--- src/rtl/uart_core.sv ---
// UART core: bus-strobed TX/RX FIFOs, 16x oversampled serial TX and RX, and status/interrupt logic.
// Macro UART_FIFO_EN: when defined, TX and RX FIFOs are 8 deep; otherwise each FIFO is a single holding register.
// Ports:
//   sysclk, rst       clock and synchronous active-high reset
//   uart_datain       TX byte written on the falling edge of uart_wrh_n
//   uart_ctrlin       bit0 rx_ie, bit1 tx_ie, bit2 loopback
//   uart_wrh_n        TX write strobe (active low)
//   uart_rdh_n        RX data read strobe (active low); pops on its rising edge
//   uart_rdl_n        status read strobe (active low); clears error flags on its rising edge
//   uart_dataout      RX FIFO head, 8'h00 when empty (combinational)
//   uart_ctrlout      {3'b0, rx_ferr, rx_ovr, tx_idle, tx_full, rx_avail}
//   uart_int          registered interrupt request
//   rxd, txd          serial input (asynchronous) and serial output (idle high)
module uart_core #(
    parameter int unsigned BAUD_DIV = 13
) (
    input  logic       sysclk,
    input  logic       rst,
    input  logic [7:0] uart_datain,
    input  logic [7:0] uart_ctrlin,
    input  logic       uart_wrh_n,
    input  logic       uart_rdh_n,
    input  logic       uart_rdl_n,
    output logic [7:0] uart_dataout,
    output logic [7:0] uart_ctrlout,
    output logic       uart_int,
    input  logic       rxd,
    output logic       txd
);
`ifdef UART_FIFO_EN
    localparam int unsigned DEPTH = 8;
`else
    localparam int unsigned DEPTH = 1;
`endif
    localparam int unsigned AW = (DEPTH > 1) ? $clog2(DEPTH) : 1;
    localparam int unsigned CW = $clog2(DEPTH) + 1;
    localparam int unsigned DW = (BAUD_DIV > 1) ? $clog2(BAUD_DIV) : 1;

    typedef enum logic [1:0] {S_IDLE, S_START, S_DATA, S_STOP} state_t;

    function automatic logic [AW-1:0] ptr_inc(input logic [AW-1:0] p);
        return (p == AW'(DEPTH - 1)) ? '0 : p + AW'(1);
    endfunction

    logic          rx_ie, tx_ie, loopback, unused_ctrl;
    logic          wrh_q, rdh_q, rdl_q, wr_req, rd_rise, rdl_rise;
    logic [DW-1:0] div_cnt;
    logic          tick;
    logic [7:0]    tx_mem [DEPTH];
    logic [7:0]    rx_mem [DEPTH];
    logic [AW-1:0] tx_wptr, tx_rptr, rx_wptr, rx_rptr;
    logic [CW-1:0] tx_count, rx_count;
    logic          tx_empty, tx_full, rx_empty, rx_full;
    logic          tx_push, tx_pop, rx_push, rx_pop;
    state_t        tx_state, tx_next, rx_state, rx_next;
    logic [3:0]    tx_cnt, rx_cnt;
    logic [2:0]    tx_idx, rx_idx;
    logic [7:0]    tx_shift, rx_shift;
    logic          tx_bit_end, tx_line, tx_ser, tx_idle;
    logic          rx_s1, rx_s2, rx_prev, rx_sample, rx_stop_ok, ferr_set, ovr_set;
    logic          rx_ovr, rx_ferr;

    assign rx_ie       = uart_ctrlin[0];
    assign tx_ie       = uart_ctrlin[1];
    assign loopback    = uart_ctrlin[2];
    assign unused_ctrl = ^uart_ctrlin[7:3];

    // Bus strobe registers and edge detection
    always_ff @(posedge sysclk) begin
        if (rst) begin
            wrh_q  <= 1'b1;
            rdh_q  <= 1'b1;
            rdl_q  <= 1'b1;
            wr_req <= 1'b0;
        end else begin
            wrh_q  <= uart_wrh_n;
            rdh_q  <= uart_rdh_n;
            rdl_q  <= uart_rdl_n;
            wr_req <= wrh_q && !uart_wrh_n;
        end
    end
    assign rd_rise  = !rdh_q && uart_rdh_n;
    assign rdl_rise = !rdl_q && uart_rdl_n;

    // Free-running oversample divider
    always_ff @(posedge sysclk) begin
        if (rst || tick) div_cnt <= '0;
        else             div_cnt <= div_cnt + DW'(1);
    end
    assign tick = (div_cnt == DW'(BAUD_DIV - 1));

    // FIFO flags; a push into a full FIFO is accepted only when the same cycle pops
    assign tx_empty = (tx_count == '0);
    assign tx_full  = (tx_count == CW'(DEPTH));
    assign rx_empty = (rx_count == '0);
    assign rx_full  = (rx_count == CW'(DEPTH));
    assign tx_push  = wr_req && (!tx_full || tx_pop);
    assign rx_pop   = rd_rise && !rx_empty;
    assign rx_push  = rx_stop_ok && (!rx_full || rx_pop);
    assign ovr_set  = rx_stop_ok && rx_full && !rx_pop;

    // FIFO storage
    always_ff @(posedge sysclk) begin
        if (tx_push) tx_mem[tx_wptr] <= uart_datain;
        if (rx_push) rx_mem[rx_wptr] <= rx_shift;
    end

    // FIFO pointers and occupancy counts
    always_ff @(posedge sysclk) begin
        if (rst) begin
            tx_wptr  <= '0;
            tx_rptr  <= '0;
            tx_count <= '0;
            rx_wptr  <= '0;
            rx_rptr  <= '0;
            rx_count <= '0;
        end else begin
            if (tx_push) tx_wptr <= ptr_inc(tx_wptr);
            if (tx_pop)  tx_rptr <= ptr_inc(tx_rptr);
            if (tx_push && !tx_pop)      tx_count <= tx_count + CW'(1);
            else if (!tx_push && tx_pop) tx_count <= tx_count - CW'(1);
            if (rx_push) rx_wptr <= ptr_inc(rx_wptr);
            if (rx_pop)  rx_rptr <= ptr_inc(rx_rptr);
            if (rx_push && !rx_pop)      rx_count <= rx_count + CW'(1);
            else if (!rx_push && rx_pop) rx_count <= rx_count - CW'(1);
        end
    end

    // TX FSM: state register
    always_ff @(posedge sysclk) begin
        if (rst) tx_state <= S_IDLE;
        else     tx_state <= tx_next;
    end

    assign tx_bit_end = tick && (tx_cnt == 4'd15);

    // TX FSM: next state; frames leave IDLE on a tick so every bit spans exactly 16 ticks
    always_comb begin
        tx_next = tx_state;
        case (tx_state)
            S_IDLE:  if (tick && !tx_empty) tx_next = S_START;
            S_START: if (tx_bit_end) tx_next = S_DATA;
            S_DATA:  if (tx_bit_end && tx_idx == 3'd7) tx_next = S_STOP;
            S_STOP:  if (tx_bit_end) tx_next = tx_empty ? S_IDLE : S_START;
            default: tx_next = S_IDLE;
        endcase
    end

    // TX FSM: outputs; the end of STOP chains straight into the next frame
    always_comb begin
        tx_pop  = 1'b0;
        tx_line = 1'b1;
        case (tx_state)
            S_IDLE:  tx_pop  = tick && !tx_empty;
            S_START: tx_line = 1'b0;
            S_DATA:  tx_line = tx_shift[0];
            S_STOP:  tx_pop  = tx_bit_end && !tx_empty;
            default: ;
        endcase
    end

    // TX bit timing and shift register
    always_ff @(posedge sysclk) begin
        if (rst) begin
            tx_cnt   <= '0;
            tx_idx   <= '0;
            tx_shift <= '0;
        end else if (tx_pop) begin
            tx_cnt   <= '0;
            tx_idx   <= '0;
            tx_shift <= tx_mem[tx_rptr];
        end else if (tick && tx_state != S_IDLE) begin
            tx_cnt <= tx_cnt + 4'd1;
            if (tx_bit_end && tx_state == S_DATA) begin
                tx_shift <= {1'b0, tx_shift[7:1]};
                tx_idx   <= tx_idx + 3'd1;
            end
        end
    end

    // Serial line registers; loopback reroutes the TX line to RX and parks txd high
    always_ff @(posedge sysclk) begin
        if (rst) begin
            tx_ser <= 1'b1;
            txd    <= 1'b1;
        end else begin
            tx_ser <= tx_line;
            txd    <= loopback ? 1'b1 : tx_line;
        end
    end

    // RX input synchronizer and edge history
    always_ff @(posedge sysclk) begin
        if (rst) begin
            rx_s1   <= 1'b1;
            rx_s2   <= 1'b1;
            rx_prev <= 1'b1;
        end else begin
            rx_s1   <= loopback ? tx_ser : rxd;
            rx_s2   <= rx_s1;
            rx_prev <= rx_s2;
        end
    end

    // RX FSM: state register
    always_ff @(posedge sysclk) begin
        if (rst) rx_state <= S_IDLE;
        else     rx_state <= rx_next;
    end

    assign rx_sample = tick && (rx_cnt == 4'd15);

    // RX FSM: next state; IDLE needs a fresh 1->0 edge, so after a framing error it waits for the line to go high
    always_comb begin
        rx_next = rx_state;
        case (rx_state)
            S_IDLE:  if (rx_prev && !rx_s2) rx_next = S_START;
            S_START: if (tick && rx_cnt == 4'd7) rx_next = rx_s2 ? S_IDLE : S_DATA;
            S_DATA:  if (rx_sample && rx_idx == 3'd7) rx_next = S_STOP;
            S_STOP:  if (rx_sample) rx_next = S_IDLE;
            default: rx_next = S_IDLE;
        endcase
    end

    // RX FSM: stop-bit outcome
    always_comb begin
        rx_stop_ok = 1'b0;
        ferr_set   = 1'b0;
        if (rx_state == S_STOP && rx_sample) begin
            rx_stop_ok = rx_s2;
            ferr_set   = !rx_s2;
        end
    end

    // RX bit timing; the counter restarts at mid start bit so data samples land mid bit
    always_ff @(posedge sysclk) begin
        if (rst) begin
            rx_cnt   <= '0;
            rx_idx   <= '0;
            rx_shift <= '0;
        end else begin
            case (rx_state)
                S_IDLE: begin
                    rx_cnt <= '0;
                    rx_idx <= '0;
                end
                S_START: if (tick) rx_cnt <= (rx_cnt == 4'd7) ? 4'd0 : rx_cnt + 4'd1;
                S_DATA: if (tick) begin
                    rx_cnt <= rx_cnt + 4'd1;
                    if (rx_cnt == 4'd15) begin
                        rx_shift <= {rx_s2, rx_shift[7:1]};
                        rx_idx   <= rx_idx + 3'd1;
                    end
                end
                S_STOP: if (tick) rx_cnt <= rx_cnt + 4'd1;
                default: ;
            endcase
        end
    end

    // Sticky error flags and interrupt; a set in the clearing cycle wins
    always_ff @(posedge sysclk) begin
        if (rst) begin
            rx_ovr   <= 1'b0;
            rx_ferr  <= 1'b0;
            uart_int <= 1'b0;
        end else begin
            if (ovr_set)       rx_ovr <= 1'b1;
            else if (rdl_rise) rx_ovr <= 1'b0;
            if (ferr_set)      rx_ferr <= 1'b1;
            else if (rdl_rise) rx_ferr <= 1'b0;
            uart_int <= (rx_ie && !rx_empty) || (tx_ie && tx_idle) || rx_ovr || rx_ferr;
        end
    end

    assign tx_idle      = tx_empty && (tx_state == S_IDLE);
    assign uart_dataout = rx_empty ? 8'h00 : rx_mem[rx_rptr];
    assign uart_ctrlout = {3'b000, rx_ferr, rx_ovr, tx_idle, tx_full, !rx_empty};

endmodule

--- config.mk ---
export PLATFORM = sky130hd
export DESIGN_NAME = uart_core
export DESIGN_NICKNAME = d
export VERILOG_FILES = /design/src/rtl/uart_core.sv
export SDC_FILE = /design/constraint.sdc
export NUM_CORES = 1
export LEC_CHECK = 0
export CAP_MARGIN = 20
export CORE_ASPECT_RATIO = 1.1
export CORE_MARGIN = 2
export CORE_UTILIZATION = 42
export DETAILED_ROUTE_END_ITERATION = 8
export SLEW_MARGIN = 30
export SYNTH_ARGS = -nofsm -noshare
export SYNTH_HDL_FRONTEND = slang
export SYNTH_SLANG_ARGS = --single-unit
--- constraint.sdc ---
create_clock -name sysclk -period 3.3 [get_ports sysclk]
set_clock_uncertainty 0.05 [all_clocks]
set_input_delay 0.825 -clock sysclk [delete_from_list [all_inputs] [get_ports sysclk]]
set_output_delay 0.825 -clock sysclk [all_outputs]
set_load 0.01 [all_outputs]
Yosys cells after proc, flatten, opt, wreduce, memory -nomap -nowiden
Memory sizes are Yosys's and may differ from the RTL's.
Index checks and enable logic that the tools add are counted.
W data, S select, Z words.
{"block": "word_totals", "elab_cells": 160, "memories": 2, "input_bits": 22, "ram_bits": 16, "out_inout_bits": 18, "regBits": 52}
{"block": "op_classes", "mux": 39, "n_eq_ne": 24, "bitwise": 1, "addsub": 9, "n_reduce_logical": 62}
{"name": "rx_mem", "words": 1, "word_bits": 8, "read_ports": 1, "rd_clocked_by_memory_dff": 0, "write_ports": 1, "line": "50", "source": "logic [7:0] rx_mem [DEPTH];"}
{"name": "tx_mem", "words": 1, "word_bits": 8, "read_ports": 1, "rd_clocked_by_memory_dff": 0, "write_ports": 1, "line": "49", "source": "logic [7:0] tx_mem [DEPTH];"}
{"operator": "$mux W8", "count": 4}
{"operator": "$logic_and A1 B1 Y1", "count": 26}
{"operator": "$ne A2 B2 Y1 const B", "count": 11}
{"operator": "$mux W2", "count": 9}
{"operator": "$pmux W2 S4", "count": 2}
{"operator": "$reduce_bool A2 Y1", "count": 8}
{"operator": "$mux W1", "count": 15}
{"operator": "$add A4 B1 Y4 const B", "count": 3}
{"operator": "$eq A4 B4 Y1 const B", "count": 3}
{"operator": "$mux W4", "count": 3}
{"operator": "$pmux W4 S3", "count": 1}
{"operator": "$logic_not A1 Y1", "count": 10}
{"operator": "$eq A2 B2 Y1 const B", "count": 4}
{"operator": "$reduce_and A4 Y1", "count": 2}
{"operator": "$add A3 B1 Y3 const B", "count": 2}
{"operator": "$eq A3 B3 Y1 const B", "count": 2}
{"operator": "$logic_or A1 B1 Y1", "count": 6}
{"operator": "$mux W3", "count": 2}
{"operator": "$pmux W3 S2", "count": 1}
{"operator": "$reduce_and A2 Y1", "count": 3}
{"operator": "$reduce_and A3 Y1", "count": 2}
{"operator": "$reduce_or A2 Y1", "count": 3}
{"operator": "$eq A2 B1 Y1 const B", "count": 2}
{"operator": "$eq A4 B3 Y1 const B", "count": 1}
{"operator": "6 further kinds", "count": 10}

Longest topological paths before layout
Gate-level depths: netlist of run 1.
{"block": "depth", "depth_word": 10, "mapped_depth": 7, "depth_no_buf": 6}

Least setup slack after synthesis of run 1
OpenSTA, ideal clock, no wires.
{"block": "synth_timing", "path_type": "register to register", "startpoint": "reg tx_state[0]", "endpoint": "mem tx_mem[0][0] (enable)", "required_ns": 2.865, "arrival_time_ns": 2.003, "path_stages_with_launch": 7, "setup_time_ns": 0.385, "period_less_slack_ns": 2.439, "n_path_buf": 1, "slack_ns": 0.861, "path_cell_list": "dfxtp_1 inv_1 ha_1 a41oi_1 or3_1 clkbuf_1 a21boi_0"}
{"block": "synth_between", "elab_chain_len": 6, "elab_cells_between_ends": 7, "cone_classes": "eq/ne (1); mux (3); reduce/logical (3)"}
{"element": "start: declaration", "line": "55", "source": "state_t tx_state, tx_next, rx_state, rx_next;"}
{"element": "start signal: assignment", "line": "132", "source": "else tx_state <= tx_next;"}
{"element": "$eq A2 B2 Y1 or $logic_not A2 Y1 (tied branches)", "line": "153", "source": "case (tx_state)"}
{"element": "$pmux W1 S2 *", "line": "153"}
{"element": "$logic_or A1 B1 Y1 *", "line": "97", "source": "assign tx_push = wr_req && (!tx_full || tx_pop);"}
{"element": "$logic_and A1 B1 Y1 *", "line": "97"}
{"element": "net tx_push", "line": "54", "source": "logic tx_push, tx_pop, rx_push, rx_pop;"}
{"element": "$mux W1 *", "line": "104", "source": "if (tx_push) tx_mem[tx_wptr] <= uart_datain;"}
{"element": "$mux W1 (implied by the code) *", "line": "104"}
{"element": "end: declaration", "line": "49"}
Mark *: on every way through the listed nets, which the timed path passes. The rest lies on a longest branch.

Worst setup path in the final report of run 1
{"block": "layout_timing", "startpoint": "reg tx_state[0]", "endpoint": "out uart_ctrlout[2]"}
{"block": "layout_between", "elab_chain_len": 2}
{"element": "$logic_not A2 Y1", "line": "276", "source": "assign tx_idle = tx_empty && (tx_state == S_IDLE);"}
{"element": "$logic_and A1 B1 Y1", "line": "276"}
{"element": "end: declaration", "line": "25", "source": "output logic [7:0] uart_ctrlout,"}
No other way between the ends.

==> impl_metrics.py, run 1 <==
metrics = {
    "floorplanning": {
        "io_pins": 40,
        "coreArea_mm2": 0.00667,
        "die_h_um": 91.5,
        "rows": 31,
        "die_x_um": 83.5,
        "start_util_pct": 43.8,
        "fp.dieArea_mm2": 0.00764,
    },
    "detailed_routing": {
        "routedWlPerCell_um": 12.8,
        "drt_iter0_markers": 49,
        "dr.pass1.iters": 4,
        "postRouteAntennaNets": 0,
        "vias": 2094,
        "wl_mm": 5.18,
        "drc": 0,
        "vias_per_cell": 5.20,
    },
    "cells_and_area": {
        "diodes": 0,
        "syn2layout_area_growth_pct": 18.7,
        "final_nets": 351,
        "layout-drive-gt1-share_pct": 11.5,
    },
    "synth": {
        "synth_warnings": 0,
        "postSynthAreaPerCell_um2": 10.1,
        "synth_edf_count": 16,
        "synth_ff_type": "dfxtp_1",
        "synth-seq-cells": 68,
        "synth_seq_area_share_pct": 52.1,
        "netlist_instances": 288,
        "async_reset_ff_share_pct": 0,
        "syn_area_mm2": 0.00292,
        "synth.distinct_cells": 49,
    },
    "place": {
        "place.gp.congestion": 0.780,
        "hpwlAfterDp_mm": 3.60,
        "io_buffers": 31,
    },
    "power_and_ir_drop": {
        "p_leak_nw": 1.22,
        "peakVddDrop_mv": 0.237,
        "power_mw": 1.73,
        "power_density_mw_per_mm2": 498,
    },
    "critical_path": {
        "crit_path_end_kind": "primary output",
        "cp.arrival_ns": 1.97,
        "startpoint_type": "flop",
        "required_ns": 2.42,
        "worst-setup-path-type": "flop to primary output",
        "critPathMaxFanout": 6,
    },
    "global_route": {
        "grt_use_total_pct": 15.2,
        "grt_first_pass_wirelength_mm": 9.18,
        "grt_antenna_before_repair": 0,
        "grt_max_degree": 16,
        "grt_pass1_vias": 2031,
        "gr-total-overflow": 0,
    },
    "timing": {
        "hold_viol_final": 0,
        "relSlewSlack_pct": 61.3,
        "final-max-slew-violation-count": 0,
        "fmax_mhz": 351,
        "tightest_slew_ns": 0.578,
        "fin_setup_tns_ns": 0,
        "period_needed_ns": 2.85,
        "grt_setup_unrepaired": "no",
        "finalCritPeriodShare_pct": 86.3,
        "setup_violations": 0,
    },
    "hold_path": {
        "hold_class": "flop to flop",
    },
    "clock_tree": {
        "cts_resized": 0,
        "postCtsSetupBuffers": 0,
        "h-tree-depth": 3,
        "ctsHoldBuffers": 0,
        "cts_inserted_buffers": 9,
        "cts_root_buf": "clkbuf_8",
        "clk-insertion-delay-late_ns": 0.34,
        "cts_buffer_depth": 2,
        "clock-sinks": 68,
        "clkTransAtPathRegs_ns": 0.08,
        "cts_tree": "done",
    },
    "run": {
        "drv_cap": 0,
    },
    "run_status": {
        "status": "completed",
    },
}
layer usage:
metal | up-vias | global-route usage, % | share of wire, %
li1 | 1059 | - | -
met1 | 987 | 17.6 | 46
met2 | 39 | 25.2 | 47
met3 | 9 | 5.73 | 4.6
met4 | 0 | 6.59 | 2.0
met5 | - | 0 | 0
power by group:
part / internal [mW] / switching (mW) / total, mW / leakage (nW)
clock: 0.352 / 0.336 / 0.688 / 0.0923
sequential: 0.872 / 0.0174 / 0.889 / 0.570
combinational: 0.0760 / 0.0749 / 0.151 / 0.561
total: 1.30 / 0.428 / 1.73 / 1.22
registers in the layout, indices dropped and copies added (netlist names), 2 cells and up, named ones only:
signal and flops:
rx_mem 8, rx_shift 8, tx_mem 8, tx_shift 8
div_cnt 4, rx_cnt 4, tx_cnt 4, rx_idx 3
tx_idx 3, tx_state 2
stage by stage:
| stage | worst slack [ns] | hold slack [ns] | utilization, % | std cells | instance area [µm²] |
|---|---|---|---|---|---|
| floorplan | 0.861 | 0.339 | - | 290 | 2930 |
| global placement | 0.833 | 0.348 | 49.0 | 387 | 3270 |
| detailed placement | 0.826 | 0.349 | 49.0 | 387 | 3270 |
| CTS | 0.430 | 0.362 | 52.0 | 403 | 3470 |
| global route | 0.267 | 0.387 | 52.0 | 403 | 3470 |
| finish | 0.451 | 0.355 | 52.0 | 403 | 3470 |
cell usage in the layout, fill, tap and decap left out, types with 2 or more instances in the layout:
cell type / count
edfxtp_1: 16
or4_1: 2
xnor2_1: 3
clkbuf_8: 9
clkinvlp_4: 3
a211oi_1: 10
or3_1: 3
inv_1: 8
clkdlybuf4s50_1: 31
nor2_1: 22
a22oi_1: 2
and2_1: 9
ha_1: 13
nor3_1: 12
a21oi_1: 20
buf_4: 7
nor2b_1: 4
xor2_1: 3
conb_1: 3
nand4_1: 4
dfxtp_1: 52
inv_6: 2
or2_2: 8
a31oi_1: 2
nand2b_1: 6
o21a_1: 2
mux2i_1: 13
nand2_1: 19
o22ai_1: 2
and3_1: 2
o21ai_0: 3
nand3_1: 5
layout make-up:
class | instances | area, µm²
timing repair buffer | 38 | 363
tap | 82 | 103
sequential | 68 | 1520
clock buffer | 9 | 124
fill | 638 | 3200
clock inverter | 7 | 75.1
multi-input combinational | 191 | 1250
inverter | 8 | 30.0
cell usage after synthesis (2+ instances only):
cell type | n | share of area (%)
or2_2 | 8 | 1.7
nand4_1 | 4 | 0.86
a21oi_1 | 20 | 3.4
dfxtp_1 | 52 | 36
a211oi_1 | 10 | 2.6
mux2i_1 | 13 | 4.5
a31oi_1 | 2 | 0.43
a22oi_1 | 2 | 0.51
ha_1 | 13 | 5.6
o21a_1 | 2 | 0.51
and3_1 | 2 | 0.43
and2_1 | 9 | 1.9
buf_4 | 10 | 2.6
nor3_1 | 12 | 2.1
nand2b_1 | 6 | 1.3
o22ai_1 | 2 | 0.43
clkbuf_1 | 12 | 1.5
inv_1 | 8 | 1.0
xor2_1 | 3 | 0.90
nand2_1 | 19 | 2.4
nor2b_1 | 4 | 0.86
nor2_1 | 22 | 2.8
edfxtp_1 | 16 | 16
o21ai_0 | 3 | 0.51
or3_1 | 3 | 0.64
or4_1 | 2 | 0.51
xnor2_1 | 3 | 0.90
nand3_1 | 5 | 0.86
cell families (layout without fill, tap and decap cells):
| logic type | after synthesis | in the layout | synth area share (%) |
|---|---|---|---|
| other | 1 | 3 | 0.128 |
| buffers and inverters | 31 | 62 | 5.52 |
| AOI/OAI and AO/OA | 51 | 51 | 11.3 |
| xor gates and xnor gates | 6 | 6 | 1.80 |
| adders and majority gates | 13 | 13 | 5.57 |
| and+or+nand+nor | 105 | 105 | 19.2 |
| muxes | 13 | 13 | 4.45 |
| DFF | 68 | 68 | 52.1 |
worst max-delay path: stages (launching register included):
cell and delay (ns):
dfxtp_1 0.35, inv_1 0.13, ha_1 0.31, nor2b_1 0.27
clkdlybuf4s50_1 0.58
path summary, 6_finish.rpt:
path | startpoint | endpoint | slack (ns) | depth (start not counted)
setup reg to reg | div_cnt[0]$_SDFF_PP0_ | rx_mem[0][7]$_DFFE_PP_ | 0.99 | 6
hold reg to reg | rx_s1$_SDFF_PP1_ | rx_s2$_SDFF_PP1_ | 0.35 | 1
hold / removal | rx_s1$_SDFF_PP1_ | rx_s2$_SDFF_PP1_ | 0.35 | 1
setup / recovery | tx_state[0]$_SDFFE_PP0P_ | uart_ctrlout[2] | 0.45 | 4
Note: power is estimated with default switching activity, not from simulation.
==> inputs of run 2 (changes only) <==
--- a/config.mk
+++ b/config.mk
@@ -5,7 +5,8 @@
 export SDC_FILE = /design/constraint.sdc
 export NUM_CORES = 1
 export LEC_CHECK = 0
-export CAP_MARGIN = 20
+export ABC_CLOCK_PERIOD_IN_PS = 3300
+export CAP_MARGIN = 40
 export CORE_ASPECT_RATIO = 1.1
 export CORE_MARGIN = 2
 export CORE_UTILIZATION = 42
==> results of run 2 <==
The final DEF is identical to that of run 1; final timing and power are the same.
==> inputs of run 3 (changes only) <==
--- a/config.mk
+++ b/config.mk
@@ -6,11 +6,12 @@
 export NUM_CORES = 1
 export LEC_CHECK = 0
 export ABC_CLOCK_PERIOD_IN_PS = 3300
-export CAP_MARGIN = 40
+export CAP_MARGIN = 10
 export CORE_ASPECT_RATIO = 1.1
 export CORE_MARGIN = 2
 export CORE_UTILIZATION = 42
 export DETAILED_ROUTE_END_ITERATION = 8
+export SKIP_CTS_REPAIR_TIMING = 1
 export SLEW_MARGIN = 30
 export SYNTH_ARGS = -nofsm -noshare
 export SYNTH_HDL_FRONTEND = slang
==> results of run 3 <==
The final DEF is identical to that of run 1; final timing and power are the same.
==> RTL edit: new RTL, settings of run 2 <==
Put a register stage on the outputs `uart_dataout` and `uart_ctrlout`, cleared by the reset. The values now appear one clock later. The other outputs are not delayed to match. Comments in the files are not updated.
--- a/src/rtl/uart_core.sv
+++ b/src/rtl/uart_core.sv
@@ -275,6 +275,13 @@
 
     assign tx_idle      = tx_empty && (tx_state == S_IDLE);
-    assign uart_dataout = rx_empty ? 8'h00 : rx_mem[rx_rptr];
-    assign uart_ctrlout = {3'b000, rx_ferr, rx_ovr, tx_idle, tx_full, !rx_empty};
+    always_ff @(posedge sysclk) begin
+        if (rst) begin
+            uart_dataout <= '0;
+            uart_ctrlout <= '0;
+        end else begin
+            uart_dataout <= rx_empty ? 8'h00 : rx_mem[rx_rptr];
+            uart_ctrlout <= {3'b000, rx_ferr, rx_ovr, tx_idle, tx_full, !rx_empty};
+        end
+    end
 
 endmodule
Formal check against the unedited RTL: not equivalent (Yosys sat finds a counterexample within 4 cycles, from zero or initial values and one cycle with rst high).
==> RTL edit against run 2 <==
Hold slack gained 0.011 ns; setup slack improved by 0.37 ns; total power increased by 15%; global-route usage is 2.0 points lower; synthesized cell count increased by 2.4%; count of clock-buffer cells in the layout up 2; sequential cell count grew 13; wire length down 3.7%; sequential power up 18%; critical endpoint is now rx_mem[0][5]; first-iteration DRC count up 65%; area after synthesis up 7.9%; register-to-register slack got worse by 0.17 ns; cell area rose by 7.6%.
==> RTL edit: results (changes against run 2) <==
- Rel. slew slack: 0.549 (-0.0644)
- CP arrival: 2.42 ns (+0.45 ns)
- Starting DRT DRC Count: 81 (+65%)
- Power in combinational cells: 0.161 mW (+7%)
- Layout cells sized above 1: 0.102 (-0.0129)
- Register area share after synthesis: 0.565 (+0.0443)
- Min Clock Period, post-route: 2.48 ns (-0.367 ns)
- Total track usage: 0.132 (-0.0200)
- LEAKAGE: 1.35 nW (+11%)
- Post-synth top cells: 65 x dfxtp_1, 21 x nand2_1, 21 x nor2_1
- Flop pwr share: 0.532 (+0.017)
- Worst Setup SP: div_cnt[0]
- VDD IR max: 0.209 mV (-12%)
- Drt total wl: 4980 µm (-3.7%)
- IO buf count: 31 (unchanged)
- First-pass GRT wire length: 8380 µm (-8.8%)
- PwrDens: 530 nW/µm² (+6.5%)
- Number of unique standard cell types used by synthesis: 47 (-4.1%)
- Critical R2R Capture: rx_mem[0][5]
- Worst Setup End Kind: register
- RD Place Congestion: 0.722 (-7.4%)
- Vias in the first global route: 1870 (-7.9%)
- Largest net degree at the start of global routing: 24 (+8)
- Outcome: finished clean
- Via count: 2110 (+0.76%)
- Pre-CTS WS: 0.797 ns (-0.0286 ns)
- Int Power: 1.50 mW (+15%)
- Synth top area cells: dfxtp_1 41%, edfxtp_1 15%, ha_1 5.2%
- Dpl hpwl: 3390 µm (-5.7%)
- Flop2flop setup slack: 0.82 ns (-0.17 ns)
- Final hold slack: 0.366 ns (+0.0113 ns)
- Hold crit path type: reg -> reg
- Final Net Count: 362 (+3.1%)
- Total CTS buffers: 9 (unchanged)
- CP max FO: 8 (+2)
[RTL edit: metrics by stage]
step	utilization	cell area (µm²)	cells
2_1_floorplan	-	3160	297
3_3_place_gp	0.478	3510	403
3_5_place_dp	0.478	3510	403
4_1_cts	0.508	3730	419
5_1_grt	0.508	3730	419
6_report	0.508	3730	419
[RTL edit: worst min path at each step]
stage,from,endpoint,depth (start not counted)
after floorplan,rx_s1,rx_s2,1
final,wrh_q,wr_req,2
after global routing,wrh_q,wr_req,2
after global placement,wrh_q,wr_req,2
after CTS,wrh_q,wr_req,2
after detailed placement,rx_s1,rx_s2,1
[RTL edit: cell type report]
cell class | count | area (µm²)
multi-input cells | 190 | 1230
repair buffers | 37 | 355
fillers | 678 | 3620
flip-flops and latches | 81 | 1780
inverters | 8 | 30.0
clock buffers | 11 | 174
clock inverters | 5 | 48.8
well taps | 87 | 109
[RTL edit: routing by layer]
metal  GRT usage  vias to the layer above  routed length, µm
met5           0                        -                  0
met4      0.0742                        0                 87
met3      0.0341                        6                173
met2       0.220                       41               2420
met1       0.154                      973               2300
li1            -                     1090                  -
[RTL edit: cells by family (layout without fill, tap and decap cells)]
group / after synthesis / count (layout) / synth area share
fa+ha+maj: 13 / 13 / 0.0516
flops: 81 / 81 / 0.565
mux: 11 / 11 / 0.0349
compound gates: 50 / 50 / 0.0996
other cells: 1 / 3 / 0.00119
simple gates: 106 / 106 / 0.180
xor+xnor: 7 / 7 / 0.0194
buf+inv: 26 / 61 / 0.0484
[RTL edit: critical path, cell delays in order, from the launching register on]
cell and delay, ns:
dfxtp_1 0.35, inv_1 0.08, ha_1 0.22, nand3_1 0.21, nor3_1 0.44, nand3_1 0.19, a21oi_1 0.58
